[config.mk]
export PLATFORM = sky130hd
export DESIGN_NAME = elastic_pipe_reg
export DESIGN_NICKNAME = d
export VERILOG_FILES = /design/src/rtl/elastic_pipe_reg.sv
export SDC_FILE = /design/constraint.sdc
export NUM_CORES = 1
export LEC_CHECK = 0
export CORE_MARGIN = 5
export CORE_UTILIZATION = 54
export DETAILED_ROUTE_END_ITERATION = 8
export PLACE_DENSITY = 0.93
export SLEW_MARGIN = 10
export SYNTH_ARGS = -nofsm -noshare
export SYNTH_HDL_FRONTEND = slang
export SYNTH_SLANG_ARGS = --single-unit
[constraint.sdc]
create_clock -name clk -period 3.3 [get_ports clk]
set_clock_uncertainty 0.2 [all_clocks]
set_input_delay 0.495 -clock clk [delete_from_list [all_inputs] [get_ports clk]]
set_output_delay 0.495 -clock clk [all_outputs]
set_load 0.01 [all_outputs]
[src/rtl/elastic_pipe_reg.sv]
// Elastic pipeline register with a 2-entry skid buffer.
// The valid/ready handshake is on both sides, and in_ready is decoded from a register.
// Flush drops every held entry and any payload offered in the same cycle.
module elastic_pipe_reg #(
    parameter int unsigned          WIDTH        = 32,
    parameter logic [WIDTH-1:0]     BUBBLE_VALUE = {WIDTH{1'b0}}
) (
    input  logic             clk,
    input  logic             rst,
    input  logic             flush,
    input  logic             in_valid,
    output logic             in_ready,
    input  logic [WIDTH-1:0] in_data,
    output logic             out_valid,
    input  logic             out_ready,
    output logic [WIDTH-1:0] out_data,
    output logic [1:0]       occupancy
);

    // The state encoding is the number of held entries.
    typedef enum logic [1:0] {
        StEmpty = 2'd0,
        StBusy  = 2'd1,
        StFull  = 2'd2
    } state_e;

    state_e           state_q, state_d;
    logic [WIDTH-1:0] main_q, main_d;
    logic [WIDTH-1:0] skid_q, skid_d;
    logic             fire_in, fire_out;

    // Handshake outputs come from the state register only.
    always_comb begin
        out_valid = (state_q != StEmpty);
        in_ready  = (state_q != StFull);
        occupancy = state_q;
        // main_q is forced back to the bubble whenever the stage empties.
        out_data  = main_q;
        fire_in   = in_valid & in_ready;
        fire_out  = out_valid & out_ready;
    end

    // Next-state and data-register updates. Flush overrides every handshake.
    always_comb begin
        state_d = state_q;
        main_d  = main_q;
        skid_d  = skid_q;
        if (flush) begin
            state_d = StEmpty;
            main_d  = BUBBLE_VALUE;
            skid_d  = BUBBLE_VALUE;
        end else begin
            unique case (state_q)
                StEmpty: begin
                    if (fire_in) begin
                        state_d = StBusy;
                        main_d  = in_data;
                    end
                end
                StBusy: begin
                    if (fire_in && fire_out) begin
                        main_d = in_data;
                    end else if (fire_in) begin
                        state_d = StFull;
                        skid_d  = in_data;
                    end else if (fire_out) begin
                        state_d = StEmpty;
                        main_d  = BUBBLE_VALUE;
                    end
                end
                StFull: begin
                    // in_ready is low here, so only a release can happen.
                    if (fire_out) begin
                        state_d = StBusy;
                        main_d  = skid_q;
                        skid_d  = BUBBLE_VALUE;
                    end
                end
                default: begin
                    state_d = StEmpty;
                    main_d  = BUBBLE_VALUE;
                    skid_d  = BUBBLE_VALUE;
                end
            endcase
        end
    end

    // State and payload registers with an asynchronous reset to the bubble.
    always_ff @(posedge clk or posedge rst) begin
        if (rst) begin
            state_q <= StEmpty;
            main_q  <= BUBBLE_VALUE;
            skid_q  <= BUBBLE_VALUE;
        end else begin
            state_q <= state_d;
            main_q  <= main_d;
            skid_q  <= skid_d;
        end
    end

endmodule

==> results.cfg, run 1 <==
[status]
outcome = completed

[critical_path]
crit_buf_inv = 3
slowest_delay_ps = 480
crit_path_start_kind = flip-flop
crit_fanout = 18
crit_family = buffers and inverters
timing_worst_setup_path_type = reg -> out
rrSetupSlack_ps = 1260
slowest_stage = dfrtp_1
end_kind = primary output
arrival_ps = 1840
crit_chain = nor2b_2, buf_4, inv_1, clkdlybuf4s50_1
critPathRequiredTime_ps = 2600

[final_layout]
final_common_cell = clkdlybuf4s50_1
n_fill_cell = 417
diodes = 0
final_nets = 383
fin_util_pct = 71.3
layout-drive-gt1-share_pct = 17.7
final_cell_mix = clkdlybuf4s50_1, dfrtp_1, inv_1, nand2_1
area_delta_synth_final_pct = 28.9

[route]
vias_per_cell = 5.61
dr_total_vias = 2386
drt-wirelength-per-cell_um = 18.0
drtIter0Drc = 188
firstDrtPassIters = 4
post-route-drc-count = 0
drtAntennaViolNets = 0
finalWirelength_mm = 7.65

[logic_synthesis]
avgSynthCellArea_um2 = 11.9
synth_top_area_share_pct = 50.7
synthCells = 273
ys_warn_count = 0
synth_largest_area_cell = dfrtp_1
syn_nets = 310
synth_area_leaders = dfrtp_1, o2bb2ai_2, mux2i_1
ys_seq_area_share_pct = 50.7
syn_area_um2 = 3260
ys_ff_latch = 66
ys_types = 25

[timing]
rsz0062_at_grt = no
maxSlewHeadroom_pct = 54.4
timing.final.crit_share_pct = 76.8
timing.fmax_mhz = 395
tightest_slew_ps = 682
finalHoldViolCount = 0
finalSetupTns_ps = 0
slew_viol_final = 0
setup_viol = 0
period_needed_ps = 2530

[die]
die_y_um = 87.7
die_w_um = 87.7
core_area_um2 = 5890
dieArea_um2 = 7690
io_pins = 73
start_util_pct = 55.4
placementRows = 28

[place]
dpl.hpwl_mm = 5.22
gp_congestion = 0.755
portBuffers = 72

[global_routing]
grt_pass1_wl_mm = 12.7
grt_max_degree = 37
antenna_found_initial = 0
overflow = 0
grt_pass1_vias = 2573
track_usage_pct = 21.2

[clocking]
cts_made_buffers = 9
cts_tree = built
cts-resized-gates = 0
clock-root-buffer = clkbuf_8
htreeDepth = 3
clk_latency_ps = 340
clk_pin_slew_ps = 70
holdBufCountCts = 0
cts_setup_buffers = 0
clkSinkCount = 66
cts_buffer_depth = 2

[power]
power_leakage_nw = 1.84
clkPwrFrac_pct = 34.4
swShare_pct = 26.9
pwr-share-comb_pct = 18.7
power_density_nw_per_um2 = 455
vdd.ir_drop.worst_mv = 0.387
pwr-share-seq_pct = 47.0
p_sw_mw = 0.515
p_int_mw = 1.40

[hold_path]
hp-class = reg -> reg

[run]
maxCapViolCount = 0
==> path summary, 6_finish.rpt <==
path / depth (start not counted) / end / from
worst max-delay path: 4 / in_ready / occupancy[1]
worst min-delay path: 1 / out_data[29] / out_data[29]
worst max register to register: 5 / out_data[30] / occupancy[1]
worst min register to register: 1 / out_data[29] / out_data[29]
max in group asynchronous: 3 / out_data[28] / rst
min in group asynchronous: 2 / skid_q[9] / rst
==> kinds of logic after synthesis <==
logic type / synth area share [%]
AO/OA/AOI/OAI: 24.2
buffers and inverters: 9.18
flip-flops: 50.7
multiplexers: 9.83
AND/OR/NAND/NOR: 6.07
==> synthesized netlist by cell type <==
cell	n
a22oi_1	32
o31ai_2	1
a21o_4	1
o2bb2ai_2	30
buf_2	5
buf_4	4
and2b_1	1
inv_1	35
a21oi_2	1
mux2i_1	32
nor3b_1	1
o2bb2ai_1	2
dfrtp_1	66
nor2_1	2
o21ai_2	1
nor3_1	1
nand2_1	34
o21bai_1	1
nor2b_1	5
a21oi_1	2
buf_6	9
o22a_1	1
nor2_4	1
o21ai_1	2
clkbuf_1	3
==> stage by stage <==
stage	cells	hold slack, ps	power [mW]	instance area [um^2]	worst slack, ps
2_1_floorplan	273	298	1.11	3260	950
3_3_place_gp	410	280	1.26	4010	966
3_5_place_dp	410	282	1.27	4010	874
4_1_cts	425	299	1.92	4200	755
5_1_grt	425	311	1.99	4200	682
6_report	425	297	1.91	4200	767
==> sequential cells by signal, indices dropped and copies added, names as in the netlist <==
name,cells
out_data,32
occupancy,2
skid_q,32
==> final cells by class <==
class	instances	area (um^2)	share of cell area, %
Timing Repair Buffer	83	816	19.4
Multi-Input combinational cell	151	1320	31.5
Clock inverter	3	40.0	0.954
Tap cell	75	93.8	2.23
Inverter	35	131	3.13
Sequential cell	66	1650	39.3
Clock buffer	12	145	3.46
==> metal layers <==
layer | track usage (%) | wire [um] | up-vias
li1 | - | - | 1101
met1 | 27.2 | 3270 | 1184
met2 | 35.2 | 3780 | 88
met3 | 5.74 | 470 | 13
met4 | 6.56 | 127 | 0
met5 | 0 | 0 | -
==> power by group through the flow <==
stage                     Clock, mW  Sequential (mW)  Combinational (mW)
final                         0.657            0.898               0.357
after global routing          0.706            0.904               0.384
after CTS                     0.663            0.898               0.360
after detailed placement          0            0.912               0.359
after global placement            0            0.909               0.349
after floorplan                   0            0.919               0.194
Note: power is estimated with default switching activity, not from simulation.
==> inputs of run 2 (changes only) <==
--- a/config.mk
+++ b/config.mk
@@ -6,9 +6,9 @@
 export NUM_CORES = 1
 export LEC_CHECK = 0
 export CORE_MARGIN = 5
-export CORE_UTILIZATION = 54
+export CORE_UTILIZATION = 50
 export DETAILED_ROUTE_END_ITERATION = 8
-export PLACE_DENSITY = 0.93
+export PLACE_DENSITY = 0.87
 export SLEW_MARGIN = 10
 export SYNTH_ARGS = -nofsm -noshare
 export SYNTH_HDL_FRONTEND = slang
==> constraint.sdc (replaced) <==
create_clock -name clk -period 2.61 [get_ports clk]
set_clock_uncertainty 0.2 [all_clocks]
set_input_delay 0.3915 -clock clk [delete_from_list [all_inputs] [get_ports clk]]
set_output_delay 0.3915 -clock clk [all_outputs]
set_load 0.01 [all_outputs]
==> results.cfg, run 2 (synthesis results as in run 1) <==
[status]
outcome = completed

[critical_path]
slowest_stage = clkdlybuf4s50_1
end_kind = primary output
crit_fanout = 8
crit_path_start_kind = flip-flop
critPathRequiredTime_ps = 2020
slowest_delay_ps = 560
startpoint = occupancy[0]
crit_chain = nor2_1, inv_1, clkdlybuf4s50_1
arrival_ps = 1680
timing_worst_setup_path_type = reg -> out
r2r-start = occupancy[1]

[die]
dieArea_um2 = 8230
core_area_um2 = 6350
die_w_um = 90.7
start_util_pct = 51.3
die_y_um = 90.7
io_pins = 73
placementRows = 29

[final_layout]
register_area_um2 = 1650
final_cell_mix = clkdlybuf4s50_1, dfrtp_1, inv_1, nand2_1
area_delta_synth_final_pct = 31.8
fin_cells = 429
diodes = 0
final_nets = 384
final_common_cell = clkdlybuf4s50_1
n_fill_cell = 484
layout-drive-gt1-share_pct = 18.8
multi_input_area_um2 = 1330

[global_routing]
grt_pass1_wl_mm = 12.8
track_usage_pct = 19.0
grt_pass1_vias = 2520
antenna_found_initial = 0
overflow = 0
grt_max_degree = 67

[power]
vdd.ir_drop.worst_mv = 0.360
power_leakage_nw = 1.87
pwr-share-seq_pct = 41.7
p_int_mw = 2.04
power_density_nw_per_um2 = 634
p_sw_mw = 0.684
swShare_pct = 25.1
clkPwrFrac_pct = 41.9
pwr-share-comb_pct = 16.5

[timing]
finalHoldViolCount = 0
slew_viol_final = 0
tightest_slew_ps = 555
setup_viol = 0
maxSlewHeadroom_pct = 63.0
period_needed_ps = 2270
timing.fmax_mhz = 441
timing.final.crit_share_pct = 86.9
finalSetupTns_ps = 0
rsz0062_at_grt = no
fin_ws_ps = 341

[place]
gp_congestion = 0.792
dpl.hpwl_mm = 4.83
placed_cells = 413
portBuffers = 72
post-place-ws_ps = 369

[clocking]
htreeDepth = 3
clk_pin_slew_ps = 80
holdBufCountCts = 0
cts_setup_buffers = 0
cts_tree = built
cts_made_buffers = 9
clock-root-buffer = clkbuf_8
cts_buffer_depth = 2
clkSinkCount = 66
cts-resized-gates = 0
clk_latency_ps = 340

[route]
firstDrtPassIters = 4
finalWirelength_mm = 7.42
dr_total_vias = 2389
vias_per_cell = 5.57
drt-wirelength-per-cell_um = 17.3
post-route-drc-count = 0
drtAntennaViolNets = 0
drtIter0Drc = 174

[run]
maxCapViolCount = 0

[hold_path]
hp-class = in -> async
run 2: cell count changes in the layout (fill, tap and decap cells not counted):
cell        previous run  this run
buf_4                 10        11
bufinv_16              1         4
clkbuf_1               2         0
clkbuf_8              10         9
clkinv_2               2         1
clkinv_4               0         1
clkinvlp_4             0         1
nor2b_2                2         1
nor2b_4                0         1
run 2: power groups by stage:
stage	logic, mW	clock network [mW]	registers [mW]
after floorplan	0.246	0	1.16
after global placement	0.442	0	1.15
after detailed placement	0.451	0	1.15
after CTS	0.454	1.16	1.13
after global routing	0.487	1.21	1.14
final	0.448	1.14	1.13
run 2: metal layers:
metal | up-vias | global-route usage, % | wire length (um) | share of wire, %
met4 | 0 | 3.97 | 58 | 0.78
met5 | - | 0 | 0 | 0
met2 | 86 | 30.3 | 3660 | 49
met3 | 7 | 5.75 | 450 | 6.1
li1 | 1107 | - | - | -
met1 | 1189 | 25.7 | 3250 | 44
run 2: layout make-up:
class                      count  area share (%)
multi-input combinational    151            30.9
tap                           77            2.24
clock inverter                 7            3.29
clock buffer                   9            2.88
timing repair buffer          84            19.2
inverter                      35            3.06
sequential                    66            38.5
run 2: final timing paths:
| kind | depth (start not counted) | slack, ps | endpoint |
|---|---|---|---|
| setup / recovery | 3 | 340 | out_valid |
| hold / removal | 3 | 240 | out_data[8] |
| setup reg to reg | 5 | 620 | out_data[30] |
| hold reg to reg | 1 | 300 | out_data[30] |
| max in group asynchronous | 3 | 1700 | skid_q[23] |
| min in group clk | 1 | 300 | out_data[30] |
run 2: worst max-delay path: cells and delay by family, from the launching register on:
| family | cells | cell delay [ps] |
|---|---|---|
| buffers and inverters | 2 | 700 |
| flip-flops | 1 | 540 |
| AND/OR/NAND/NOR | 1 | 100 |
run 2: stage by stage:
step	total power [mW]	instance area [um^2]	util (%)	hold slack (ps)
4_1_cts	2.75	4290	67.6	243
2_1_floorplan	1.41	3260	-	262
5_1_grt	2.84	4290	67.6	241
3_5_place_dp	1.60	4030	63.4	282
3_3_place_gp	1.59	4030	63.4	276
6_report	2.72	4290	67.6	236
